$ cat config.mk
export PLATFORM = sky130hd
export DESIGN_NAME = cache_mem_responder_flat
export DESIGN_NICKNAME = d
export VERILOG_FILES = /design/src/rtl/cache_mem_responder_if.sv /design/src/rtl/cache_mem_responder.sv /design/src/flat_wrapper.sv
export SDC_FILE = /design/constraint.sdc
export NUM_CORES = 1
export LEC_CHECK = 0
export CAP_MARGIN = 15
export CORE_AREA = 2 2 245 489
export DETAILED_ROUTE_END_ITERATION = 7
export DIE_AREA = 0 0 247 491
export PLACE_DENSITY = 0.66
export REMOVE_ABC_BUFFERS = 1
export SLEW_MARGIN = 20
export SYNTH_ARGS = -nofsm -noshare
export SYNTH_HDL_FRONTEND = slang
export SYNTH_SLANG_ARGS = --single-unit
$ cat constraint.sdc
create_clock -name clk -period 13.8 [get_ports clk]
set_input_delay 2.76 -clock clk [delete_from_list [all_inputs] [get_ports clk]]
set_output_delay 2.76 -clock clk [all_outputs]
set_load 0.02 [all_outputs]
$ cat src/rtl/cache_mem_responder_if.sv
// CPU-side request/response bus of the memory responder.
// The CPU drives the request and holds cpu_cs until the one-cycle cpu_ready pulse.
interface cache_mem_responder_if #(
  parameter int unsigned ADDR_WIDTH = 26,
  parameter int unsigned DATA_WIDTH = 32
);
  logic                  cpu_cs;
  logic                  cpu_we;
  logic [ADDR_WIDTH-1:0] cpu_addr;
  logic [DATA_WIDTH-1:0] cpu_wdata;
  logic [DATA_WIDTH-1:0] cpu_rdata;
  logic                  cpu_ready;

  modport master (
    output cpu_cs, cpu_we, cpu_addr, cpu_wdata,
    input  cpu_rdata, cpu_ready
  );

  modport slave (
    input  cpu_cs, cpu_we, cpu_addr, cpu_wdata,
    output cpu_rdata, cpu_ready
  );
endinterface

$ cat src/rtl/cache_mem_responder.sv
// Direct-mapped, write-through, no-write-allocate cache answering CPU requests.
// Read misses and all writes go to the RAM; read hit/miss counts are kept.
module cache_mem_responder #(
  parameter int unsigned ADDR_WIDTH = 26,
  parameter int unsigned DATA_WIDTH = 32,
  parameter int unsigned INDEX_BITS = 4,
  parameter int unsigned INDEX_LSB  = 1,
  parameter int unsigned MEM_LAT    = 1,
  parameter int unsigned CNT_WIDTH  = 16
) (
  input  logic                  clk,
  input  logic                  rst_n,
  cache_mem_responder_if.slave  cpu,
  input  logic                  flush,
  output logic                  mem_cs,
  output logic                  mem_we,
  output logic                  mem_oe,
  output logic [ADDR_WIDTH-1:0] mem_addr,
  output logic [DATA_WIDTH-1:0] mem_wdata,
  input  logic [DATA_WIDTH-1:0] mem_rdata,
  output logic [CNT_WIDTH-1:0]  hit_count,
  output logic [CNT_WIDTH-1:0]  miss_count
);

  localparam int unsigned Lines = 2 ** INDEX_BITS;
  localparam int unsigned LatW  = (MEM_LAT > 1) ? $clog2(MEM_LAT) : 1;

  typedef enum logic [2:0] {StIdle, StLookup, StMemRd, StMemWr, StResp} state_e;

  state_e                state_q, state_d;
  logic [ADDR_WIDTH-1:0] addr_q, addr_d;
  logic                  we_q, we_d;
  logic [DATA_WIDTH-1:0] wdata_q, wdata_d;
  logic [DATA_WIDTH-1:0] rdata_q, rdata_d;
  logic                  ready_q, ready_d;
  logic                  mem_cs_q, mem_cs_d;
  logic                  mem_we_q, mem_we_d;
  logic                  mem_oe_q, mem_oe_d;
  logic [ADDR_WIDTH-1:0] mem_addr_q, mem_addr_d;
  logic [DATA_WIDTH-1:0] mem_wdata_q, mem_wdata_d;
  logic [CNT_WIDTH-1:0]  hit_q, hit_d;
  logic [CNT_WIDTH-1:0]  miss_q, miss_d;
  logic [LatW-1:0]       lat_q, lat_d;
  logic                  flush_pend_q, flush_pend_d;
  logic [Lines-1:0]      valid_q, valid_d;

  logic [ADDR_WIDTH-1:0] tag_q  [Lines];
  logic [DATA_WIDTH-1:0] data_q [Lines];

  logic [INDEX_BITS-1:0] idx;
  logic                  hit;
  logic                  lat_last;
  logic                  line_we;
  logic [DATA_WIDTH-1:0] line_wdata;

  assign idx      = addr_q[INDEX_LSB +: INDEX_BITS];
  assign hit      = valid_q[idx] && (tag_q[idx] == addr_q);
  assign lat_last = (lat_q == LatW'(MEM_LAT - 1));

  always_comb begin
    state_d      = state_q;
    addr_d       = addr_q;
    we_d         = we_q;
    wdata_d      = wdata_q;
    rdata_d      = rdata_q;
    ready_d      = 1'b0;
    mem_cs_d     = mem_cs_q;
    mem_we_d     = mem_we_q;
    mem_oe_d     = mem_oe_q;
    mem_addr_d   = mem_addr_q;
    mem_wdata_d  = mem_wdata_q;
    hit_d        = hit_q;
    miss_d       = miss_q;
    lat_d        = lat_q;
    flush_pend_d = flush_pend_q | flush;
    valid_d      = valid_q;
    line_we      = 1'b0;
    line_wdata   = wdata_q;

    unique case (state_q)
      StIdle: begin
        // A flush (new or pending) takes this cycle; a request waits one more.
        if (flush || flush_pend_q) begin
          valid_d      = '0;
          flush_pend_d = 1'b0;
        end else if (cpu.cpu_cs) begin
          addr_d  = cpu.cpu_addr;
          we_d    = cpu.cpu_we;
          wdata_d = cpu.cpu_wdata;
          state_d = StLookup;
        end
      end
      StLookup: begin
        lat_d = '0;
        if (!we_q) begin
          if (hit) begin
            rdata_d = data_q[idx];
            hit_d   = (&hit_q) ? hit_q : hit_q + 1'b1;
            ready_d = 1'b1;
            state_d = StResp;
          end else begin
            miss_d     = (&miss_q) ? miss_q : miss_q + 1'b1;
            mem_cs_d   = 1'b1;
            mem_oe_d   = 1'b1;
            mem_addr_d = addr_q;
            state_d    = StMemRd;
          end
        end else begin
          line_we     = hit;
          mem_cs_d    = 1'b1;
          mem_we_d    = 1'b1;
          mem_addr_d  = addr_q;
          mem_wdata_d = wdata_q;
          state_d     = StMemWr;
        end
      end
      StMemRd: begin
        if (lat_last) begin
          rdata_d      = mem_rdata;
          line_we      = 1'b1;
          line_wdata   = mem_rdata;
          valid_d[idx] = 1'b1;
          mem_cs_d     = 1'b0;
          mem_oe_d     = 1'b0;
          ready_d      = 1'b1;
          state_d      = StResp;
        end else begin
          lat_d = lat_q + 1'b1;
        end
      end
      StMemWr: begin
        if (lat_last) begin
          mem_cs_d = 1'b0;
          mem_we_d = 1'b0;
          ready_d  = 1'b1;
          state_d  = StResp;
        end else begin
          lat_d = lat_q + 1'b1;
        end
      end
      StResp: begin
        state_d = StIdle;
      end
      default: begin
        state_d = StIdle;
      end
    endcase
  end

  always_ff @(posedge clk) begin
    if (!rst_n) begin
      state_q      <= StIdle;
      addr_q       <= '0;
      we_q         <= 1'b0;
      wdata_q      <= '0;
      rdata_q      <= '0;
      ready_q      <= 1'b0;
      mem_cs_q     <= 1'b0;
      mem_we_q     <= 1'b0;
      mem_oe_q     <= 1'b0;
      mem_addr_q   <= '0;
      mem_wdata_q  <= '0;
      hit_q        <= '0;
      miss_q       <= '0;
      lat_q        <= '0;
      flush_pend_q <= 1'b0;
      valid_q      <= '0;
    end else begin
      state_q      <= state_d;
      addr_q       <= addr_d;
      we_q         <= we_d;
      wdata_q      <= wdata_d;
      rdata_q      <= rdata_d;
      ready_q      <= ready_d;
      mem_cs_q     <= mem_cs_d;
      mem_we_q     <= mem_we_d;
      mem_oe_q     <= mem_oe_d;
      mem_addr_q   <= mem_addr_d;
      mem_wdata_q  <= mem_wdata_d;
      hit_q        <= hit_d;
      miss_q       <= miss_d;
      lat_q        <= lat_d;
      flush_pend_q <= flush_pend_d;
      valid_q      <= valid_d;
    end
  end

  // Tag and data need no reset: the valid bit gates every use.
  always_ff @(posedge clk) begin
    if (line_we) begin
      tag_q[idx]  <= addr_q;
      data_q[idx] <= line_wdata;
    end
  end

  assign cpu.cpu_rdata = rdata_q;
  assign cpu.cpu_ready = ready_q;
  assign mem_cs        = mem_cs_q;
  assign mem_we        = mem_we_q;
  assign mem_oe        = mem_oe_q;
  assign mem_addr      = mem_addr_q;
  assign mem_wdata     = mem_wdata_q;
  assign hit_count     = hit_q;
  assign miss_count    = miss_q;

endmodule

$ cat src/flat_wrapper.sv
// flat-port wrapper written by rule: the top's interface ports become plain ports
module cache_mem_responder_flat 
#(
  parameter int unsigned ADDR_WIDTH = 26,
  parameter int unsigned DATA_WIDTH = 32,
  parameter int unsigned INDEX_BITS = 4,
  parameter int unsigned INDEX_LSB  = 1,
  parameter int unsigned MEM_LAT    = 1,
  parameter int unsigned CNT_WIDTH  = 16
)
  (clk, rst_n, flush, mem_cs, mem_we, mem_oe, mem_addr, mem_wdata, mem_rdata, hit_count, miss_count, cpu_cpu_cs, cpu_cpu_we, cpu_cpu_addr, cpu_cpu_wdata, cpu_cpu_rdata, cpu_cpu_ready);
  cache_mem_responder_if #(.ADDR_WIDTH(ADDR_WIDTH), .DATA_WIDTH(DATA_WIDTH)) cpu_i ();
  input  logic clk;
  input  logic rst_n;
  input  logic flush;
  output logic mem_cs;
  output logic mem_we;
  output logic mem_oe;
  output logic [ADDR_WIDTH-1:0] mem_addr;
  output logic [DATA_WIDTH-1:0] mem_wdata;
  input  logic [DATA_WIDTH-1:0] mem_rdata;
  output logic [CNT_WIDTH-1:0] hit_count;
  output logic [CNT_WIDTH-1:0] miss_count;
  input wire logic [$bits(cpu_i.cpu_cs)-1:0] cpu_cpu_cs;
  input wire logic [$bits(cpu_i.cpu_we)-1:0] cpu_cpu_we;
  input wire logic [$bits(cpu_i.cpu_addr)-1:0] cpu_cpu_addr;
  input wire logic [$bits(cpu_i.cpu_wdata)-1:0] cpu_cpu_wdata;
  output wire logic [$bits(cpu_i.cpu_rdata)-1:0] cpu_cpu_rdata;
  output wire logic [$bits(cpu_i.cpu_ready)-1:0] cpu_cpu_ready;
  assign cpu_i.cpu_cs = cpu_cpu_cs;
  assign cpu_i.cpu_we = cpu_cpu_we;
  assign cpu_i.cpu_addr = cpu_cpu_addr;
  assign cpu_i.cpu_wdata = cpu_cpu_wdata;
  assign cpu_cpu_rdata = cpu_i.cpu_rdata;
  assign cpu_cpu_ready = cpu_i.cpu_ready;
  cache_mem_responder #(.ADDR_WIDTH(ADDR_WIDTH), .DATA_WIDTH(DATA_WIDTH), .INDEX_BITS(INDEX_BITS), .INDEX_LSB(INDEX_LSB), .MEM_LAT(MEM_LAT), .CNT_WIDTH(CNT_WIDTH)) u_core (.clk(clk), .rst_n(rst_n), .cpu(cpu_i), .flush(flush), .mem_cs(mem_cs), .mem_we(mem_we), .mem_oe(mem_oe), .mem_addr(mem_addr), .mem_wdata(mem_wdata), .mem_rdata(mem_rdata), .hit_count(hit_count), .miss_count(miss_count));
endmodule
==> results.md <==
* Sink Count at 1,137
* WHS at 0.4567 ns
* Crit path launch type: flip-flop
* Filler cells at 10,070
* Slowest CP cell: nor3_2
* Main combinational cell family by area after synthesis: multiplexers
* GP Congestion at 0.8005
* Worst hold path type: flip-flop to flip-flop
* End of the critical path: u_core.data_q[7][8]
* Slowest Stage Delay on Critical Path at 0.98 ns
* Setup violations, final at 0
* Adder-cell share of the synthesized area at 0.05644%
* Post-synth EDFFs at 928
* Critical path data required time at 14.12 ns
* Mapped cell area at 44,340 um2
* Proportion of synthesized chip area in sequential cells at 72.28%
* IO Count at 221
* CP Cell Sequence: buf_4 > buf_4 > clkinv_1 > mux4_2 > xnor2_1 > nand2_1 > nor4_1 > and4_1 > buf_4 > a21oi_4 > nor3_2 > buf_4
* DR pass1 iterations at 5
* Setup CP Type: flip-flop to flip-flop
* Largest net degree at the start of global routing at 68
* Register Area at 32,070 um2
* Synthesis Warnings at 0
* Reg2Reg Depth at 12
* Total GRT Usage at 18.18%
* Simple-gate portion of the synthesized area at 6.871%
* Mapped Avg Cell Area at 17.00 um2
* Die X-Extent at 247 um
* Hold path startpoint: u_core.mem_addr[16]
* Drt drc at 0
* Unique cell type count in the Yosys netlist at 65
* Worst Skew at 0.02527 ns
* Mux share of post-synthesis cell area at 15.21%
* #FFs+latches synth at 1,137
* CP Data Arrival Time at 7.78 ns
* Clk pin slew, worst setup/hold paths at 0.07 ns
* Worst-Skew Late Latency at 0.71 ns
* Starting Density at 37.78%
* Asr flop ratio synth at 0%
* FF-to-FF End: u_core.data_q[7][8]
* Multi-input gate area at 11,680 um2
* Peak supply drop at 0.1249 mV
* Cell area power density at 133.4 nW/um2
* Chip Height at 491 um
* Cts hold-fix bufs at 0
* Final hold violation count at 0
* Initial antenna violation count at 2
* Vias in the first global route at 24,890
* Setup bufs post-CTS at 0
* Routed vias at 24,140
* Min Tclk post-route at 7.452 ns
* Core footprint at 117,400 um2
* Top_reg_cell synth: edfxtp_1
* Clk root buf: clkbuf_16
* Tcrit/Tclk final at 54.00%
* TritonCTS clock tree: yes
* CP endpoint kind: flip-flop
* Mapped Cells at 2,608
* Share of cells above drive strength 1 at 18.25%
* Leakage at 16.74 nW
* Crit Path Max Fanout at 56
* Post-synthesis compound-gate area fraction at 3.380%
* Post-DRT Antenna Nets at 0
* Worst-margin pin slew at 1.173 ns
* Final setup TNS at 0 ns
* CTS-repair resized insts at 0
* Place WS at 6.152 ns
* Outcome: finished, final reports clean
* Post-DP HPWL at 63,570 um
* CTS buffer count at 101
* Deepest clock path buffer count at 3
* Rel. slew slack at 21.40%
* Placement Rows at 178
* WL per Instance at 24.68 um
* Area delta synth->final at 16.69%
* NumNets Final at 2,931
* Die Area at 121,300 um2
* Detailed Route Iter0 Violations at 1,893
* Fmax at 134.2 MHz
* Number of max-cap violations at 0
* Final Core Density at 44.08%
* CTS HTree Levels at 3
* Synth Area in XOR/XNOR at 0.4741%
* Total Power at 6.901 mW
* Pins over their slew limit at 0
* Grt total ovfl at 0
* Via-to-Cell Ratio at 5.423
* RSZ-0062 raised after global routing: no
* CP dominant cell by count: buf_4
* PortBufs at 220
* Internal reg-to-reg setup slack at 6.35 ns
* DRT Wirelength at 109,900 um
* Worst setup margin at 6.348 ns
* First-pass GRT wire length at 162,300 um
## layer usage
layer	share of wire (%)	track usage, %	vias up	wire length [um]
li1	-	-	10660	-
met1	38	21.25	12640	42090
met2	55	33.83	681	59900
met3	4.5	2.556	158	4960
met4	2.6	5.800	2	2908
met5	0.010	0	-	11
## synthesized netlist by cell type, types with 4 or more instances
cell	count	area share, %
and2_1	6	0.085
dfxtp_1	209	9.4
nor3b_1	32	0.54
nand4_1	17	0.24
a221oi_1	6	0.12
o21ai_0	41	0.46
xnor2_1	16	0.32
nor4_1	11	0.16
nor3_1	87	0.98
or4_1	14	0.24
clkbuf_1	102	0.86
nand2_1	369	3.1
a31o_2	7	0.14
nor2_1	34	0.29
a22o_1	4	0.079
nand2b_1	16	0.23
buf_4	10	0.17
or3_1	4	0.056
mux4_2	250	13
o22ai_1	11	0.16
buf_1	9	0.076
nor2b_1	15	0.21
edfxtp_1	928	63
inv_1	12	0.10
o211ai_1	6	0.10
buf_2	37	0.42
o31ai_1	11	0.19
mux2_2	25	0.63
and3_1	16	0.23
a21oi_1	136	1.5
xor2_1	8	0.16
mux2i_1	83	1.9
a211oi_1	5	0.085
nand3_1	24	0.27
## sequential cells by signal, indices dropped and copies added, names as in the netlist, named ones only
signal	cells
u_core.data_q	512
u_core.tag_q	416
u_core.cpu.cpu_rdata	32
u_core.mem_wdata	32
u_core.wdata_q	32
u_core.addr_q	26
u_core.mem_addr	26
u_core.hit_count	16
u_core.miss_count	16
u_core.valid_q	16
u_core.state_q	3
u_core.cpu.cpu_ready	1
u_core.flush_pend_q	1
u_core.mem_cs	1
u_core.mem_oe	1
u_core.mem_we	1
u_core.we_q	1
## cell families after synthesis
kind of cell    after synthesis
buf+inv                     176
flops                      1137
xor+xnor                     24
fa+ha+maj                     2
simple gates                657
compound gates              254
mux                         358
## final cells by class
class | count | area share, %
clock inverters | 69 | 1.192
repair buffers | 284 | 5.351
clock buffers | 121 | 5.088
multi-input cells | 1295 | 22.57
diodes | 1 | 0.004836
well taps | 1530 | 3.700
flip-flops and latches | 1137 | 61.97
inverters | 15 | 0.1185
## placed cells by master (no fill, tap or decap), types with 7 or more instances in the layout
cell type | Yosys | routed
a21oi_1 | 136 | 135
nand3_1 | 24 | 23
inv_1 | 12 | 12
nor3b_1 | 32 | 32
nand2_1 | 369 | 367
dfxtp_1 | 209 | 205
clkbuf_16 | 0 | 101
nand2b_1 | 16 | 16
nor3_1 | 87 | 78
o31ai_1 | 11 | 11
o22ai_1 | 11 | 11
nor2b_1 | 15 | 15
mux2i_1 | 83 | 83
nor3_2 | 0 | 8
nor4_2 | 1 | 7
a31o_2 | 7 | 7
and3_1 | 16 | 15
or4_1 | 14 | 14
o21ai_0 | 41 | 41
clkbuf_1 | 102 | 17
mux2_2 | 25 | 25
inv_6 | 0 | 8
xnor2_1 | 16 | 16
buf_4 | 10 | 59
clkdlybuf4s50_1 | 0 | 219
mux4_2 | 250 | 250
nor2_1 | 34 | 33
clkinv_1 | 2 | 21
nand4_1 | 17 | 17
xor2_1 | 8 | 8
clkinvlp_4 | 0 | 8
clkinv_2 | 0 | 13
edfxtp_1 | 928 | 928
## stage by stage
step,area (um2),cells
5_1_grt,51740,4452
3_5_place_dp,48400,4258
6_report,51740,4452
2_1_floorplan,43630,2447
4_1_cts,51650,4448
3_3_place_gp,48370,4257
## power by group
part / leakage [nW] / internal (mW) / switching [mW]
clock network: 1.56 / 1.50 / 1.30
logic: 4.24 / 0.145 / 0.197
registers: 10.9 / 3.73 / 0.0368
total: 16.7 / 5.37 / 1.53
## how the worst min path moves through the flow
stage	end	slack, ns	cells past startpoint
final	u_core.mem_addr[16]	0.46	2
after detailed placement	u_core.mem_addr[8]	0.45	2
after CTS	u_core.mem_wdata[25]	0.46	2
after global routing	u_core.mem_wdata[9]	0.48	2
after global placement	u_core.mem_addr[20]	0.44	2
after floorplan	u_core.valid_q[10]	0.43	2
## worst max-delay path, delay by kind of cell (launching register included)
family | cells | cell delay [ns]
buffers and inverters | 5 | 3.26
and+or+nand+nor | 4 | 1.61
DFF | 1 | 0.92
muxes | 1 | 0.59
AOI/OAI and AO/OA | 1 | 0.28
xor gates and xnor gates | 1 | 0.27
Note: power is estimated with default switching activity, not from simulation.
